==> src/rtl/jt89_pkg.sv <==
// Shared constants, register encodings and level tables for the JT89 sound generator.
package jt89_pkg;

  localparam int unsigned DIN_W     = 8;
  localparam int unsigned CH_W      = 10;
  localparam int unsigned SND_W     = 12;
  localparam int unsigned PER_W     = 10;
  localparam int unsigned CNT_W     = 11;
  localparam int unsigned ATT_W     = 4;
  localparam int unsigned PRESC_W   = 4;
  localparam int unsigned NCNT_W    = 6;
  localparam int unsigned LFSR_W    = 16;
  localparam int unsigned NREG_W    = 3;
  localparam int unsigned NUM_TONES = 3;
  localparam int unsigned NUM_CH    = 4;

  localparam logic [PRESC_W-1:0] PRESC_LAST  = 4'hF;
  localparam logic [CNT_W-1:0]   ZERO_RELOAD = 11'd1024;
  localparam logic [LFSR_W-1:0]  LFSR_SEED   = 16'h8000;
  localparam logic [1:0]         NF_TONE2    = 2'd3;

  typedef enum logic [1:0] {
    CH_TONE0 = 2'd0,
    CH_TONE1 = 2'd1,
    CH_TONE2 = 2'd2,
    CH_NOISE = 2'd3
  } chan_e;

  typedef enum logic {
    REG_TONE = 1'b0,
    REG_VOL  = 1'b1
  } reg_e;

  typedef struct packed {
    chan_e chan;
    reg_e  typ;
  } latch_t;

  // 2 dB attenuation steps; step 15 is silence.
  function automatic logic [CH_W-1:0] att_amp(input logic [ATT_W-1:0] att);
    case (att)
      4'd0:    att_amp = 10'd511;
      4'd1:    att_amp = 10'd406;
      4'd2:    att_amp = 10'd322;
      4'd3:    att_amp = 10'd256;
      4'd4:    att_amp = 10'd203;
      4'd5:    att_amp = 10'd161;
      4'd6:    att_amp = 10'd128;
      4'd7:    att_amp = 10'd102;
      4'd8:    att_amp = 10'd81;
      4'd9:    att_amp = 10'd64;
      4'd10:   att_amp = 10'd51;
      4'd11:   att_amp = 10'd40;
      4'd12:   att_amp = 10'd32;
      4'd13:   att_amp = 10'd26;
      4'd14:   att_amp = 10'd20;
      default: att_amp = 10'd0;
    endcase
  endfunction

  function automatic logic signed [CH_W-1:0] chan_level(input logic bit_on,
                                                        input logic [ATT_W-1:0] att);
    logic signed [CH_W-1:0] amp;
    amp        = signed'(att_amp(att));
    chan_level = bit_on ? amp : -amp;
  endfunction

  // Shift-clock half period in ticks is mask+1: 16, 32 or 64.
  function automatic logic [NCNT_W-1:0] nf_mask(input logic [1:0] nf);
    case (nf)
      2'd0:    nf_mask = 6'h0F;
      2'd1:    nf_mask = 6'h1F;
      default: nf_mask = 6'h3F;
    endcase
  endfunction

endpackage

==> src/rtl/jt89_tone.sv <==
// Square-wave tone divider: reloads from the period on underflow and flips its output bit.
module jt89_tone
  import jt89_pkg::*;
(
  input  logic             clk,
  input  logic             rst,
  input  logic             tick,
  input  logic [PER_W-1:0] period,
  output logic             sq
);

  logic [CNT_W-1:0] count;
  logic             toggle_c;

  always_comb begin
    toggle_c = tick & (count <= CNT_W'(1));
  end

  // Period changes are picked up only at the next reload.
  always_ff @(posedge clk or negedge rst) begin
    if (!rst) begin
      count <= '0;
      sq    <= 1'b0;
    end else if (toggle_c) begin
      count <= (period == '0) ? ZERO_RELOAD : CNT_W'(period);
      sq    <= ~sq;
    end else if (tick) begin
      count <= count - CNT_W'(1);
    end
  end

endmodule

==> src/rtl/jt89.sv <==
// JT89 programmable sound generator: register file, three tones, LFSR noise and mixer.
module jt89
  import jt89_pkg::*;
(
  input  logic                     clk,
  input  logic                     rst,
  input  logic                     clken,
  input  logic                     wr_n,
  input  logic [DIN_W-1:0]         din,
  output logic signed [CH_W-1:0]   ch0,
  output logic signed [CH_W-1:0]   ch1,
  output logic signed [CH_W-1:0]   ch2,
  output logic signed [CH_W-1:0]   noise,
  output logic signed [SND_W-1:0]  sound
);

  logic                 wr_last;
  logic                 wr_c;
  latch_t               lat;
  chan_e                w_chan_c;
  reg_e                 w_typ_c;
  logic                 reseed_c;
  logic [PER_W-1:0]     period [NUM_TONES];
  logic [ATT_W-1:0]     att [NUM_CH];
  logic [NREG_W-1:0]    nreg;
  logic [PRESC_W-1:0]   presc;
  logic                 tick_c;
  logic [NUM_TONES-1:0] sq;
  logic [NCNT_W-1:0]    ncnt;
  logic                 nclk;
  logic [LFSR_W-1:0]    lfsr;
  logic                 sq2_last;
  logic                 ntog_c;
  logic                 shift_c;
  logic                 fb_c;

  // One write per falling strobe, both edges seen on enabled cycles only.
  assign wr_c = clken & ~wr_n & wr_last;

  always_ff @(posedge clk or negedge rst) begin
    if (!rst) begin
      wr_last <= 1'b1;
    end else if (clken) begin
      wr_last <= wr_n;
    end
  end

  // Latch bytes carry their own target; data bytes reuse the latched one.
  always_comb begin
    w_chan_c = lat.chan;
    w_typ_c  = lat.typ;
    if (din[7]) begin
      w_chan_c = chan_e'(din[6:5]);
      w_typ_c  = reg_e'(din[4]);
    end
    reseed_c = wr_c & (w_typ_c == REG_TONE) & (w_chan_c == CH_NOISE);
  end

  always_ff @(posedge clk or negedge rst) begin
    if (!rst) begin
      lat  <= '{chan: CH_TONE0, typ: REG_TONE};
      nreg <= '0;
      for (int unsigned i = 0; i < NUM_TONES; i++) period[i] <= '0;
      for (int unsigned i = 0; i < NUM_CH; i++) att[i] <= '1;
    end else if (wr_c) begin
      if (din[7]) lat <= '{chan: w_chan_c, typ: w_typ_c};
      if (w_typ_c == REG_VOL)        att[w_chan_c]          <= din[3:0];
      else if (w_chan_c == CH_NOISE) nreg                   <= din[2:0];
      else if (din[7])               period[w_chan_c][3:0]  <= din[3:0];
      else                           period[w_chan_c][9:4]  <= din[5:0];
    end
  end

  always_ff @(posedge clk or negedge rst) begin
    if (!rst) begin
      presc <= '0;
    end else if (clken) begin
      presc <= presc + PRESC_W'(1);
    end
  end

  assign tick_c = clken & (presc == PRESC_LAST);

  for (genvar i = 0; i < NUM_TONES; i++) begin : g_tone
    jt89_tone u_tone (
      .clk    (clk),
      .rst    (rst),
      .tick   (tick_c),
      .period (period[i]),
      .sq     (sq[i])
    );
  end

  // Tone-2 toggles are seen through a history bit, one enabled cycle late.
  always_comb begin
    if (nreg[1:0] == NF_TONE2) begin
      ntog_c = clken & (sq[NUM_TONES-1] ^ sq2_last);
    end else begin
      ntog_c = tick_c & ((ncnt & nf_mask(nreg[1:0])) == nf_mask(nreg[1:0]));
    end
    shift_c = ntog_c & ~nclk;
    fb_c    = nreg[2] ? (lfsr[0] ^ lfsr[3]) : lfsr[0];
  end

  always_ff @(posedge clk or negedge rst) begin
    if (!rst) begin
      ncnt     <= '0;
      nclk     <= 1'b0;
      lfsr     <= LFSR_SEED;
      sq2_last <= 1'b0;
    end else begin
      if (tick_c) ncnt <= ncnt + NCNT_W'(1);
      if (ntog_c) nclk <= ~nclk;
      if (clken)  sq2_last <= sq[NUM_TONES-1];
      if (reseed_c)     lfsr <= LFSR_SEED;
      else if (shift_c) lfsr <= {fb_c, lfsr[LFSR_W-1:1]};
    end
  end

  // Mixer: sound trails the channel outputs by one enabled cycle.
  always_ff @(posedge clk or negedge rst) begin
    if (!rst) begin
      ch0   <= '0;
      ch1   <= '0;
      ch2   <= '0;
      noise <= '0;
      sound <= '0;
    end else if (clken) begin
      ch0   <= chan_level(sq[0], att[0]);
      ch1   <= chan_level(sq[1], att[1]);
      ch2   <= chan_level(sq[2], att[2]);
      noise <= chan_level(lfsr[0], att[3]);
      sound <= SND_W'(ch0) + SND_W'(ch1) + SND_W'(ch2) + SND_W'(noise);
    end
  end

endmodule

==> config.mk <==
export PLATFORM = sky130hd
export DESIGN_NAME = jt89
export DESIGN_NICKNAME = d
export VERILOG_FILES = /design/src/rtl/jt89_pkg.sv /design/src/rtl/jt89_tone.sv /design/src/rtl/jt89.sv
export SDC_FILE = /design/constraint.sdc
export NUM_CORES = 1
export LEC_CHECK = 0
export ABC_AREA = 1
export BUFFER_PORTS_ARGS = -buffer_cell sky130_fd_sc_hd__buf_2
export CAP_MARGIN = 20
export CORE_MARGIN = 2
export CORE_UTILIZATION = 45
export CTS_CLUSTER_DIAMETER = 50
export DETAILED_ROUTE_END_ITERATION = 8
export MAX_ROUTING_LAYER = met4
export PLACE_DENSITY_LB_ADDON = 0.25
export SLEW_MARGIN = 15
export SYNTH_ARGS = -nofsm -noshare
export SYNTH_HDL_FRONTEND = slang
export SYNTH_HIERARCHICAL = 1
export SYNTH_SLANG_ARGS = --single-unit
==> constraint.sdc <==
create_clock -name clk -period 8.4 [get_ports clk]
set_input_delay 2.52 -clock clk [delete_from_list [all_inputs] [get_ports clk]]
set_output_delay 2.52 -clock clk [all_outputs]
set_load 0.005 [all_outputs]
Yosys cells after proc, flatten, opt, wreduce, memory -nomap -nowiden
Memory sizes are Yosys's and may differ from the RTL's.
Index checks and enable logic that the tools add are counted.
{ "word_totals": {"rom_bits": 576, "memories": 4, "ff_bits": 169, "output_inout_bits": 52, "elab_cells": 123} }
{ "mem_list": {"columns": ["memory", "depth", "word_bits", "read_ports", "rd_clocked_by_memory_dff", "write_ports", "line_no", "rtl"], "rows": [
  ["(no name shown)", 16, 9, 1, 0, 0, "jt89_pkg.sv:41", "case (att)"],
  ["(no name shown)", 16, 9, 1, 0, 0, "jt89_pkg.sv:41", null],
  ["(no name shown)", 16, 9, 1, 0, 0, "jt89_pkg.sv:41", null],
  ["(no name shown)", 16, 9, 1, 0, 0, "jt89_pkg.sv:41", null]
]} }
{ "classes": {"order_cmp": 5, "n_reduce_logical": 13, "bitwise_logic": 22, "n_mux": 35, "n_eq_ne": 5, "add_sub_neg": 12} }
{ "op_table": {"columns": ["cell", "n"], "rows": [
  ["2-to-1 mux 11 bit", 9],
  ["2-to-1 mux 10 bit", 9],
  ["bitwise mux 30 bit", 2],
  ["demux 10 bit (select 2 bit)", 2],
  ["negator 10 bit", 4],
  ["less-or-equal comparator 11 x 1 -> 1 bit (second input constant)", 3],
  ["subtractor 11 x 1 -> 11 bit (second input constant)", 3],
  ["2-to-1 mux 16 bit", 2],
  ["logical NOT 10 bit", 3],
  ["2-to-1 mux 30 bit", 1],
  ["bitwise mux 16 bit", 1],
  ["adder 11 x 10 -> 12 bit", 1],
  ["adder 12 x 10 -> 12 bit", 1],
  ["case mux 6 bit (2 select lines)", 1],
  ["adder 10 x 10 -> 11 bit", 1],
  ["bitwise AND 1 bit", 11],
  ["demux 4 bit (select 2 bit)", 1],
  ["2-to-1 mux 4 bit", 2],
  ["nonzero test 2 bit", 4],
  ["inverter 1 bit", 7],
  ["adder 6 x 1 -> 6 bit (second input constant)", 1],
  ["bitwise AND 6 bit", 1],
  ["equality test 6 bit", 1],
  ["2-to-1 mux 6 bit", 1],
  ["14 further kinds", 20]
]} }

Depth between registers and ports, before layout
Gate-level depths: netlist of the first run.
{ "logic_depth": {"ltp_word": 10, "mapped_depth": 15} }

Cells and area by module
Netlist of the first run, hierarchy kept.
{ "by_module_without_submodules": {"columns": ["module", "area_per_inst_um2", "seq_area_each_um2", "cells_each", "n_inst"], "rows": [
  ["jt89", 8154.1, 3350.7, 1076, 1],
  ["jt89_tone", 932.1, 300.3, 147, 3]
]} }

Least setup slack after synthesis of the first run
No wires, ideal clock.
{ "synth_timing": {"kind": "input -> register", "startpoint": "input port clken", "endpoint": "register g_tone[0].u_tone.count[0]", "path_slack_ns": 4.404, "required_time_ns": 8.283, "arrival_time_ns": 3.879, "stages": 9, "setup_time_ns": 0.117, "path_cell_list": "buf_4 inv_2 nor2_1 inv_1 nor3b_2 buf_4 nand3_1 nand3_1 nand2_1"} }
{ "synth_via": {"elab_chain_cells": 3, "elab_cells_between_ends": 4} }
{ "synth_lines": {"columns": ["element", "line_no", "rtl"], "rows": [
  ["start: declaration", "jt89.sv:7", "input logic clken,"],
  ["bitwise AND 1 bit (*)", "jt89.sv:82", "assign tick_c = clken & (presc == PRESC_LAST);"],
  ["named net tick_c", "jt89.sv:27", "logic tick_c;"],
  ["bitwise AND 1 bit", "jt89_tone.sv:16", "toggle_c = tick & (count <= CNT_W'(1));"],
  ["2-to-1 mux 11 bit / nonzero test 2 bit (equally long branches)", null, null],
  ["end signal: assignment", "jt89_tone.sv:25", "count <= (period == '0) ? ZERO_RELOAD : CNT_W'(period);"],
  ["end signal: assignment", "jt89_tone.sv:28", "count <= count - CNT_W'(1);"],
  ["end: declaration", "jt89_tone.sv:12", "logic [CNT_W-1:0] count;"]
]} }
Mark *: on every way through the listed nets, which the timed path passes. The rest lies on a longest branch.
A chain may end at the register's enable or synchronous reset.

Worst setup path after layout of the first run
{ "layout_timing": {"startpoint": "input port clken", "endpoint": "register g_tone[1].u_tone.count[10]"} }
{ "layout_via": {"elab_chain_cells": 3, "elab_cells_between_ends": 4} }
{ "layout_lines": {"columns": ["element", "line_no"], "rows": [
  ["bitwise AND 1 bit (*)", "jt89.sv:82"],
  ["named net tick_c", "jt89.sv:27"],
  ["bitwise AND 1 bit", "jt89_tone.sv:16"],
  ["2-to-1 mux 11 bit / nonzero test 2 bit (equally long branches)", null],
  ["end signal: assignment", "jt89_tone.sv:25"],
  ["end signal: assignment", "jt89_tone.sv:28"],
  ["end: declaration", "jt89_tone.sv:12"]
]} }
Marks and branches as above.

==> results of run 1 <==
==> stage by stage <==
step	util, %	area [µm²]
detailed placement	47.4	11400
CTS	49.9	12000
global placement	47.4	11400
finish	49.9	12000
floorplan	-	11000
global route	49.9	12000
==> flip-flops by register name, summed over array words and instances (netlist names), 4 cells and up <==
register             flops
ch0                     10
period                  30
noise                   10
ncnt                     6
sound                   12
ch2                     10
g_tone.u_tone/count     33
ch1                     10
presc                    4
lfsr                    16
att                     16
==> power breakdown <==
group	total, mW	internal [mW]	switching [mW]
sequential	1.45	1.13	0.323
clock	0.810	0.452	0.358
combinational	2.61	1.01	1.59
total	4.87	2.59	2.28
==> per-layer routing <==
metal,vias up,share of wire [%]
met3,19,4.0
met4,0,0.76
met5,-,0
li1,4865,-
met2,218,47
met1,4393,48
==> critical path: stages <==
cell and delay (ns):
buf_2 0.07, buf_4 0.47, inv_2 0.55, nor2_2 0.95, inv_1 0.44, nor3b_2 0.75
nand2_2 0.34, nand2_1 0.14, nand3_1 0.07, nand2_1 0.10
==> cell type report <==
type / instances / area [µm²] / share of cell area [%]
tap: 324 / 405 / 3.37
clock inverter: 14 / 160 / 1.33
inverter: 196 / 736 / 6.11
multi-input combinational: 1104 / 5690 / 47.3
sequential: 169 / 4250 / 35.3
timing repair buffer: 67 / 352 / 2.92
clock buffer: 18 / 439 / 3.65
==> cell families (layout without fill, tap and decap cells) <==
logic type	after synthesis	after routing	share of synthesized area [%]
flip-flops	169	169	38.8
AO/OA/AOI/OAI	140	140	7.27
adder cells (fa/ha/maj)	60	60	8.30
buffers and inverters	244	295	9.21
XOR/XNOR	38	38	3.04
AND/OR/NAND/NOR	866	866	33.4
==> cells in the mapped netlist, drive strengths merged <==
cell and number:
o221ai 1, buf 27, xnor2 11, fa 21, a31oi 4, nor3b 3
clkbuf 21, nand4 17, o22ai 1, a21oi 19, nor2 94, dfrtp 151
nor3 10, nand3b 2, and2 3, o21bai 7, nand2 544, nand3 192
inv 192, clkinv 4, o21a 2, o21ai 105, dfstp 18, a21boi 1
or2 1, ha 39, xor2 27
==> path summary, 6_finish.rpt <==
path | start | endpoint | slack [ns] | cells past startpoint
worst min register to register | nclk | nclk | 0.47 | 1
max in group asynchronous | rst | g_tone[1].u_tone/count[10] | 5.08 | 2
worst max register to register | presc[0] | g_tone[1].u_tone/count[10] | 5.01 | 9
worst max-delay path | clken | g_tone[1].u_tone/count[10] | 2.31 | 10
min in group asynchronous | rst | ch0[4] | 2.10 | 1
worst min-delay path | nclk | nclk | 0.47 | 1
==> run_results.csv, run 1 <==
group,metric,value,unit
floorplan,coreArea,0.0241,mm²
synth,synth_cells,1517,
clock_network,cts_max_level,4,
clock_network,clock_path_buffers,2,
global_routing,use_met1,29.0,%
global_routing,antenna_found_initial,0,
critical_path,critPathLaunchType,"primary input",
synth,syn_area_per_cell,7.22,µm²
timing,rsz0062_at_grt,"false",
finish,num-fill-cells,2402,
synth,synth_cell_types,41,
clock_network,path_clk_slew,0.07,ns
floorplan,rows,57,
timing,max_slew_margin,32.2,%
floorplan,io_pins,64,
clock_network,cts_root_buf,"clkbuf_16",
timing,fin_skew,0.00914,ns
hold_path,hold_class,"reg2reg",
synth,synth_nets,1589,
finish,finalNonFillerCells,1892,
critical_path,end_kind,"register",
clock_network,numCtsBuffers,17,
finish,fin_nets,1627,
job,maxCapViolCount,0,
placed_design,io_buffer_count,63,
synth,ys_seq_area_share,38.8,%
routing,num_vias,9495,
routing,route.detailed.drc,0,
timing,post-route-period-util,72.5,%
floorplan,die_y,160,µm
power,power_density,404,mW/mm²
finish,layout-drive-gt1-share,9.82,%
routing,drtIter0Drc,765,
timing,clock.fmax,164,MHz
timing,worstMarginPinSlew,1.02,ns
synth,synth_top_area_share,34.5,%
critical_path,required,8.77,ns
global_routing,grt.overflow.total,0,
global_routing,grt_max_degree,74,
global_routing,grt_pass1_wl,43.2,mm
finish,antenna_cells,0,
global_routing,met3_usage,3.32,%
finish,layout.cells.most_common_list,"nand2_1, nand3_1, inv_1",
clock_network,hold_buffers,0,
timing,drv_slew,0,
routing,wl_per_cell,13.8,µm
floorplan,dieWidth,160,µm
timing,finalSetupViolCount,0,
placed_design,hpwl,18.7,mm
finish,synthToLayoutAreaGrowth,9.92,%
synth,synth_area,0.0110,mm²
routing,postRouteAntennaNets,0,
run_status,status,"finished clean",
synth,ys_ff_latch,169,
global_routing,grtUsageMet2,34.3,%
floorplan,start_util,45.4,%
routing,routed_wl,26.1,mm
placed_design,gp_congestion,0.884,
routing,vias_per_cell,5.02,
clock_network,clock_sinks,169,
placed_design,place_ws,1.90,ns
power,leakage,6.26,nW
synth,yosys.area.top_type,"dfrtp_1",
clock_network,clkLatencyLatePin,0.43,ns
critical_path,critPathMaxFanout,60,
power,finalPower,4.87,mW
synth,synth.area.top_cells,"dfrtp_1, nand2_1, nand3_1",
timing,setup_tns,0,ns
clock_network,cts_tree,"yes",
synth,yosysWarnings,6,
clock_network,cts_setup_buffers,0,
clock_network,cts_resized,0,
global_routing,grt_usage,21.4,%
routing,drt_first_pass_iters,5,
floorplan,die-area,0.0256,mm²
timing,period_minus_slack,6.09,ns
finish,final_common_cell,"nand2_1",
global_routing,grt-busiest-layer,"met2",
power,ir_drop,252,µV
critical_path,path_class,"in2reg",
global_routing,grt_pass1_vias,8708,
timing,hold_ws,0.467,ns
placed_design,dp_cells,1860,
timing,setup_ws,2.31,ns
critical_path,arrival,6.46,ns
timing,hold_viol_final,0,
(Power assumes the default switching activity.)
==> inputs of run 2 (changes only) <==
Settings changed: ABC_AREA 1 to 0.
Clock period 8.4 ns to 4.9 ns, I/O delays scaled along.
==> run 2 against run 1 <==
Effect of this change:
- design area shrank 4.7%
- hold slack gained 0.012 ns
- largest power group unchanged
- largest cell class unchanged
- highest routed layer unchanged
- core utilization grew 0.74 points
- clock power grew 75%
- critical path type unchanged
- critical endpoint is now g_tone[2].u_tone/count[10]
- routed wire length shrank 15%
- clock skew grew 0.0036 ns
- global-route usage shrank 1.7 points
==> run_results.csv, run 2 <==
group,metric,value,unit
run_status,status,"finished clean",
global_routing,grt_usage,19.7,%
synth,synth_mux_area_share,9.82,%
floorplan,io_pins,64,
finish,final_area,0.0115,mm²
synth,yosys.area_share.adder,8.77,%
power,ir_drop,409,µV
global_routing,grt_pass1_wl,37.4,mm
hold_path,whs_path_depth,1,
floorplan,dieWidth,156,µm
clock_network,path_clk_slew,0.07,ns
floorplan,die_y,156,µm
clock_network,cts_root_buf,"clkbuf_16",
placed_design,hpwl,15.9,mm
routing,vias_per_cell,5.45,
timing,max_slew_margin,46.2,%
finish,largest_reg_flops,33,
timing,period_minus_slack,3.53,ns
synth,synth_area,0.0104,mm²
finish,final_common_cell,"dfrtp_1",
clock_network,clkLatencyLatePin,0.43,ns
synth,synth-compound-area-share,16.5,%
clock_network,cts_resized,0,
synth,synth_cells,1077,
timing,clock.fmax,283,MHz
power,leakage,5.17,nW
critical_path,cpPeakStageDelay,0.41,ns
clock_network,numCtsBuffers,17,
floorplan,rows,55,
clock_network,cts_max_level,4,
synth,ys_seq_area_share,41.0,%
routing,drtIter0Drc,335,
clock_network,clock_sinks,169,
critical_path,path_class,"in2reg",
synth,synthXorXnorAreaFrac,4.23,%
synth,synth_edf_count,0,
timing,fin_skew,0.0127,ns
critical_path,required,5.23,ns
critical_path,worstRegToRegCells,12,
critical_path,worst_path_max_delay_cell,"o2111ai_1",
finish,layout.cells.most_common_list,"dfrtp_1, a21oi_1, inv_1",
synth,synth_nets,1149,
global_routing,antenna_found_initial,0,
synth,synth_top_area_share,36.5,%
hold_path,min_from,"ncnt[5]",
critical_path,end_kind,"register",
placed_design,gp_congestion,0.848,
timing,worstMarginPinSlew,0.807,ns
floorplan,die-area,0.0242,mm²
critical_path,path_buf_inv,4,
synth,syn_area_per_cell,9.62,µm²
critical_path,rr_startpoint,"ch0[1]",
global_routing,grt.overflow.total,0,
critical_path,cp_common_cell,"buf_4",
critical_path,rrSetupSlack,1.42,ns
critical_path,critical-path-top-delay-family,"buffers and inverters",
timing,finalSetupViolCount,0,
synth,yosys.area.top_type,"dfrtp_1",
synth,synth-simple-area-share,13.3,%
routing,routed_wl,22.2,mm
global_routing,grt_pass1_vias,7491,
synth,yosysWarnings,6,
clock_network,hold_buffers,0,
critical_path,critPathLaunchType,"primary input",
critical_path,crit_chain,"buf_4 -> nand4_4 -> clkinv_2 -> buf_4 -> nor4b_2 -> o2111ai_1 -> buf_4 -> a31oi_1 -> o21a_1 -> nor2_1",
floorplan,start_util,45.7,%
synth,async_flop_share,100,%
placed_design,io_buffer_count,63,
hold_path,worstHoldEndpoint,"ncnt[5]",
finish,final_util,50.7,%
placed_design,place_area,0.0108,mm²
routing,wl_per_cell,15.7,µm
routing,route.detailed.drc,0,
finish,synthToLayoutAreaGrowth,10.8,%
synth,synth.area.top_cells,"dfrtp_1, mux2_2, a21oi_1",
synth,ys_ff_latch,169,
job,maxCapViolCount,0,
timing,drv_slew,0,
finish,regMostFlops,"g_tone.u_tone/count",
timing,rsz0062_at_grt,"false",
synth,synth_ff_type,"dfrtp_1",
routing,postRouteAntennaNets,0,
finish,num-fill-cells,2084,
critical_path,arrival,3.86,ns
timing,setup_tns,0,ns
finish,multiInputGateArea,0.00546,mm²
global_routing,grt_max_degree,87,
timing,hold_viol_final,0,
finish,fin_nets,1185,
floorplan,coreArea,0.0226,mm²
clock_network,clock_path_buffers,2,
critical_path,r2r_end,"sound[9]",
finish,largest_registers,"g_tone.u_tone/count (33), period (30)",
routing,drt_first_pass_iters,4,
timing,post-route-period-util,72.1,%
routing,num_vias,7689,
power,power_density,813,mW/mm²
synth,synth_cell_types,71,
critical_path,critPathMaxFanout,30,
synth,synth_commonest_cells,"dfrtp_1, a21oi_1, inv_1",
finish,layout-drive-gt1-share,18.6,%
clock_network,cts_setup_buffers,0,
synth,synth_top_family_by_area,"compound AO/OA/AOI/OAI gates",
hold_path,hold_class,"reg2reg",
clock_network,cts_tree,"yes",
synth,post-synth-top-count-cell,"dfrtp_1",
finish,register_area,0.00425,mm²
run 2: cell count changes after synthesis, sizes merged, moves of 21 or more:
cell / before / now
o21ai: 105 / 68
inv: 192 / 103
nand2: 544 / 69
mux2i: 0 / 30
a31oi: 4 / 25
mux2: 0 / 55
a21oi: 19 / 116
nand3: 192 / 13
run 2: cells by family (layout without fill, tap and decap cells):
kind of cell / count (synthesis) / in the layout
muxes: 89 / 89
other: 0 / 1
xor gates and xnor gates: 50 / 50
and+or+nand+nor: 269 / 269
DFF: 169 / 169
buffers and inverters: 157 / 206
adders and majority gates: 60 / 60
AOI/OAI and AO/OA: 283 / 283
run 2: cell type report:
cell class | count | share of cell area (%)
clock inverter | 14 | 1.59
tap | 285 | 3.11
timing repair buffer | 70 | 3.39
multi-input combinational | 751 | 47.6
clock buffer | 18 | 3.83
inverter | 104 | 3.41
antenna | 1 | 0.0218
sequential | 169 | 37.1
run 2: report_power, final:
part	total (mW)	internal (mW)	switching, mW
logic	5.35	2.50	2.85
clock network	1.42	0.829	0.588
registers	2.56	1.96	0.605
run 2: worst max-delay path by stage:
stage,startpoint,to,slack [ns],cells after the start
final,clken,g_tone[2].u_tone/count[10],1.37,10
after CTS,clken,g_tone[2].u_tone/count[10],1.36,10
after detailed placement,clken,g_tone[2].u_tone/count[10],0.92,10
after global placement,clken,g_tone[2].u_tone/count[10],0.97,10
after global routing,clken,g_tone[2].u_tone/count[10],1.10,10
after floorplan,ch0[1],sound[9],1.67,12
run 2: metrics by stage:
stage          setup slack [ns]  hold slack, ns  cells  total power, mW
3_5_place_dp              0.919           0.466   1379             7.91
6_report                   1.37           0.479   1412             9.33
4_1_cts                    1.36           0.479   1411             9.42
5_1_grt                    1.10           0.514   1411             10.3
3_3_place_gp              0.974           0.464   1379             7.81
2_1_floorplan              1.67           0.445   1077             6.67
run 2: per-layer routing:
metal	track usage [%]	vias up	part of all wire (%)	wire, µm
met3	3.81	36	3.0	656
li1	-	3822	-	-
met2	31.0	107	47	10300
met4	6.42	0	2.2	484
met1	25.9	3724	48	10700
met5	-	-	0	0
==> inputs of run 3 (changes only) <==
Settings changed: ABC_AREA 0 to 1.
Clock period 4.9 ns to 3.45 ns, I/O delays scaled along.
==> run 3 against run 2 <==
Effect of this change:
- critical endpoint is now sound[7]
- critical path type is now reg2reg
- via count increased by 23%
- clock power increased by 39%
- clock skew is essentially flat
- power increased by 27%
- critical path depth increased by 1
- die area increased by 5.6%
- register-to-register slack got worse by 0.92 ns
==> run_results.csv, run 3 (same netlist as run 1, synthesis figures left out) <==
group,metric,value,unit
finish,largest_reg_flops,33,
global_routing,grt_pass1_wl,44.4,mm
power,finalPower,11.8,mW
timing,hold_viol_final,0,
finish,largest_registers,"g_tone.u_tone/count (33), period (30)",
routing,route.detailed.drc,0,
critical_path,arrival,3.24,ns
floorplan,dieWidth,160,µm
clock_network,clock_sinks,169,
timing,fin_skew,0.0132,ns
finish,layout-drive-gt1-share,10.2,%
finish,final_common_cell,"nand2_1",
timing,max_slew_margin,45.2,%
floorplan,die-area,0.0256,mm²
timing,finalSetupViolCount,0,
routing,wl_per_cell,13.8,µm
critical_path,rr_startpoint,"ch0[1]",
timing,hold_ws,0.468,ns
placed_design,io_buffer_count,63,
routing,postRouteAntennaNets,0,
run_status,status,"finished clean",
clock_network,path_clk_slew,0.07,ns
finish,multiInputGateArea,0.00569,mm²
finish,layout.cells.most_common_list,"nand2_1, nand3_1, inv_1",
routing,highest_layer,"met4",
routing,route.met2.wl,12.3,mm
critical_path,worstRegToRegCells,11,
critical_path,r2r_end,"sound[7]",
clock_network,cts_root_buf,"clkbuf_16",
routing,vias_per_cell,4.97,
clock_network,cts_tree,"yes",
power,power_density,977,mW/mm²
critical_path,required,3.74,ns
hold_path,whs_path_depth,1,
finish,num-fill-cells,2448,
critical_path,path_class,"reg2reg",
clock_network,clock_path_buffers,2,
finish,antenna_cells,0,
clock_network,numCtsBuffers,17,
global_routing,grt.overflow.total,0,
clock_network,hold_buffers,0,
timing,drv_slew,0,
finish,register_area,0.00425,mm²
floorplan,rows,57,
floorplan,start_util,45.4,%
hold_path,hold_class,"reg2reg",
global_routing,antenna_found_initial,0,
global_routing,grt_max_degree,76,
global_routing,grt_usage,21.9,%
timing,post-route-period-util,85.6,%
critical_path,critPathMaxFanout,3,
floorplan,coreArea,0.0241,mm²
placed_design,gp_congestion,0.898,
timing,clock.fmax,339,MHz
timing,rsz0062_at_grt,"false",
routing,num_vias,9441,
hold_path,worstHoldEndpoint,"ncnt[5]",
timing,period_minus_slack,2.95,ns
routing,drtIter0Drc,687,
finish,regMostFlops,"g_tone.u_tone/count",
routing,routedLengthMet1,12.7,mm
critical_path,critPathLaunchType,"register",
finish,final_util,50.2,%
critical_path,rrSetupSlack,0.50,ns
job,maxCapViolCount,0,
timing,setup_tns,0,ns
global_routing,grt_pass1_vias,9055,
power,ir_drop,475,µV
routing,dr_wl_met3,944,µm
routing,drt_first_pass_iters,4,
clock_network,cts_resized,0,
clock_network,cts_max_level,4,
critical_path,end_kind,"register",
timing,worstMarginPinSlew,0.818,ns
floorplan,die_y,160,µm
routing,routed_wl,26.2,mm
power,leakage,6.31,nW
finish,fin_nets,1634,
clock_network,clkLatencyLatePin,0.43,ns
clock_network,cts_setup_buffers,0,
floorplan,io_pins,64,
hold_path,min_from,"ncnt[5]",
placed_design,hpwl,19.3,mm
finish,synthToLayoutAreaGrowth,10.5,%
## run 3: changes by cell type in the layout (fill, tap and decap cells not counted), moves of 13 or more
cell / delta
nand2_1: +467
nand3_1: +177
a21oi_1: -97
inv_1: +86
mux2_2: -53
mux2i_1: -30
a31oi_1: -19
nor2b_1: -19
xnor2_1: -19
nand2b_1: -13
o21ai_1: +13
## run 3: routing by layer
metal	global-route usage, %	vias to the layer above
met5	-	-
met3	3.53	22
li1	-	4872
met4	4.63	0
met1	28.9	4386
met2	35.9	161
## run 3: worst max path at each step
stage / startpoint / end / slack, ns / depth (start not counted)
2_1_floorplan: ch0[1] / sound[7] / 0.74 / 11
3_3_place_gp: clken / g_tone[1].u_tone/sq / 0.28 / 7
3_5_place_dp: clken / g_tone[1].u_tone/count[1] / 0.18 / 9
4_1_cts: ch0[1] / sound[7] / 0.47 / 11
5_1_grt: ch0[1] / sound[7] / 0.28 / 11
6_report: ch0[1] / sound[7] / 0.50 / 11
## run 3: critical path: stages, from the launching register on
cell and delay, ns:
dfrtp_1 0.35, inv_1 0.07, fa_1 0.52, fa_1 0.51, inv_1 0.04, ha_1 0.24
fa_1 0.46, nand3_1 0.11, nand2_1 0.10, a21oi_1 0.20, or2_2 0.14, a31oi_1 0.06
## run 3: metrics by stage
stage,std cells,setup WS [ns],cell area (µm²)
2_1_floorplan,1517,0.745,11000
3_3_place_gp,1867,0.279,11500
3_5_place_dp,1867,0.178,11500
4_1_cts,1899,0.471,12100
5_1_grt,1899,0.277,12100
6_report,1899,0.498,12100
## run 3: area by class of cell
| type | count | area share [%] |
|---|---|---|
| Clock buffer | 19 | 3.66 |
| Inverter | 196 | 6.08 |
| Multi-Input combinational cell | 1104 | 47.0 |
| Sequential cell | 169 | 35.1 |
| Clock inverter | 13 | 1.28 |
| Timing Repair Buffer | 74 | 3.44 |
| Tap cell | 324 | 3.35 |
## run 3: where the power goes
group          leakage (nW)  total, mW  switching (mW)  internal (mW)
Combinational          3.93       6.37            3.90           2.48
Clock                 0.289       1.97           0.860           1.11
Sequential             2.09       3.48           0.737           2.75
Total                  6.31       11.8            5.49           6.33
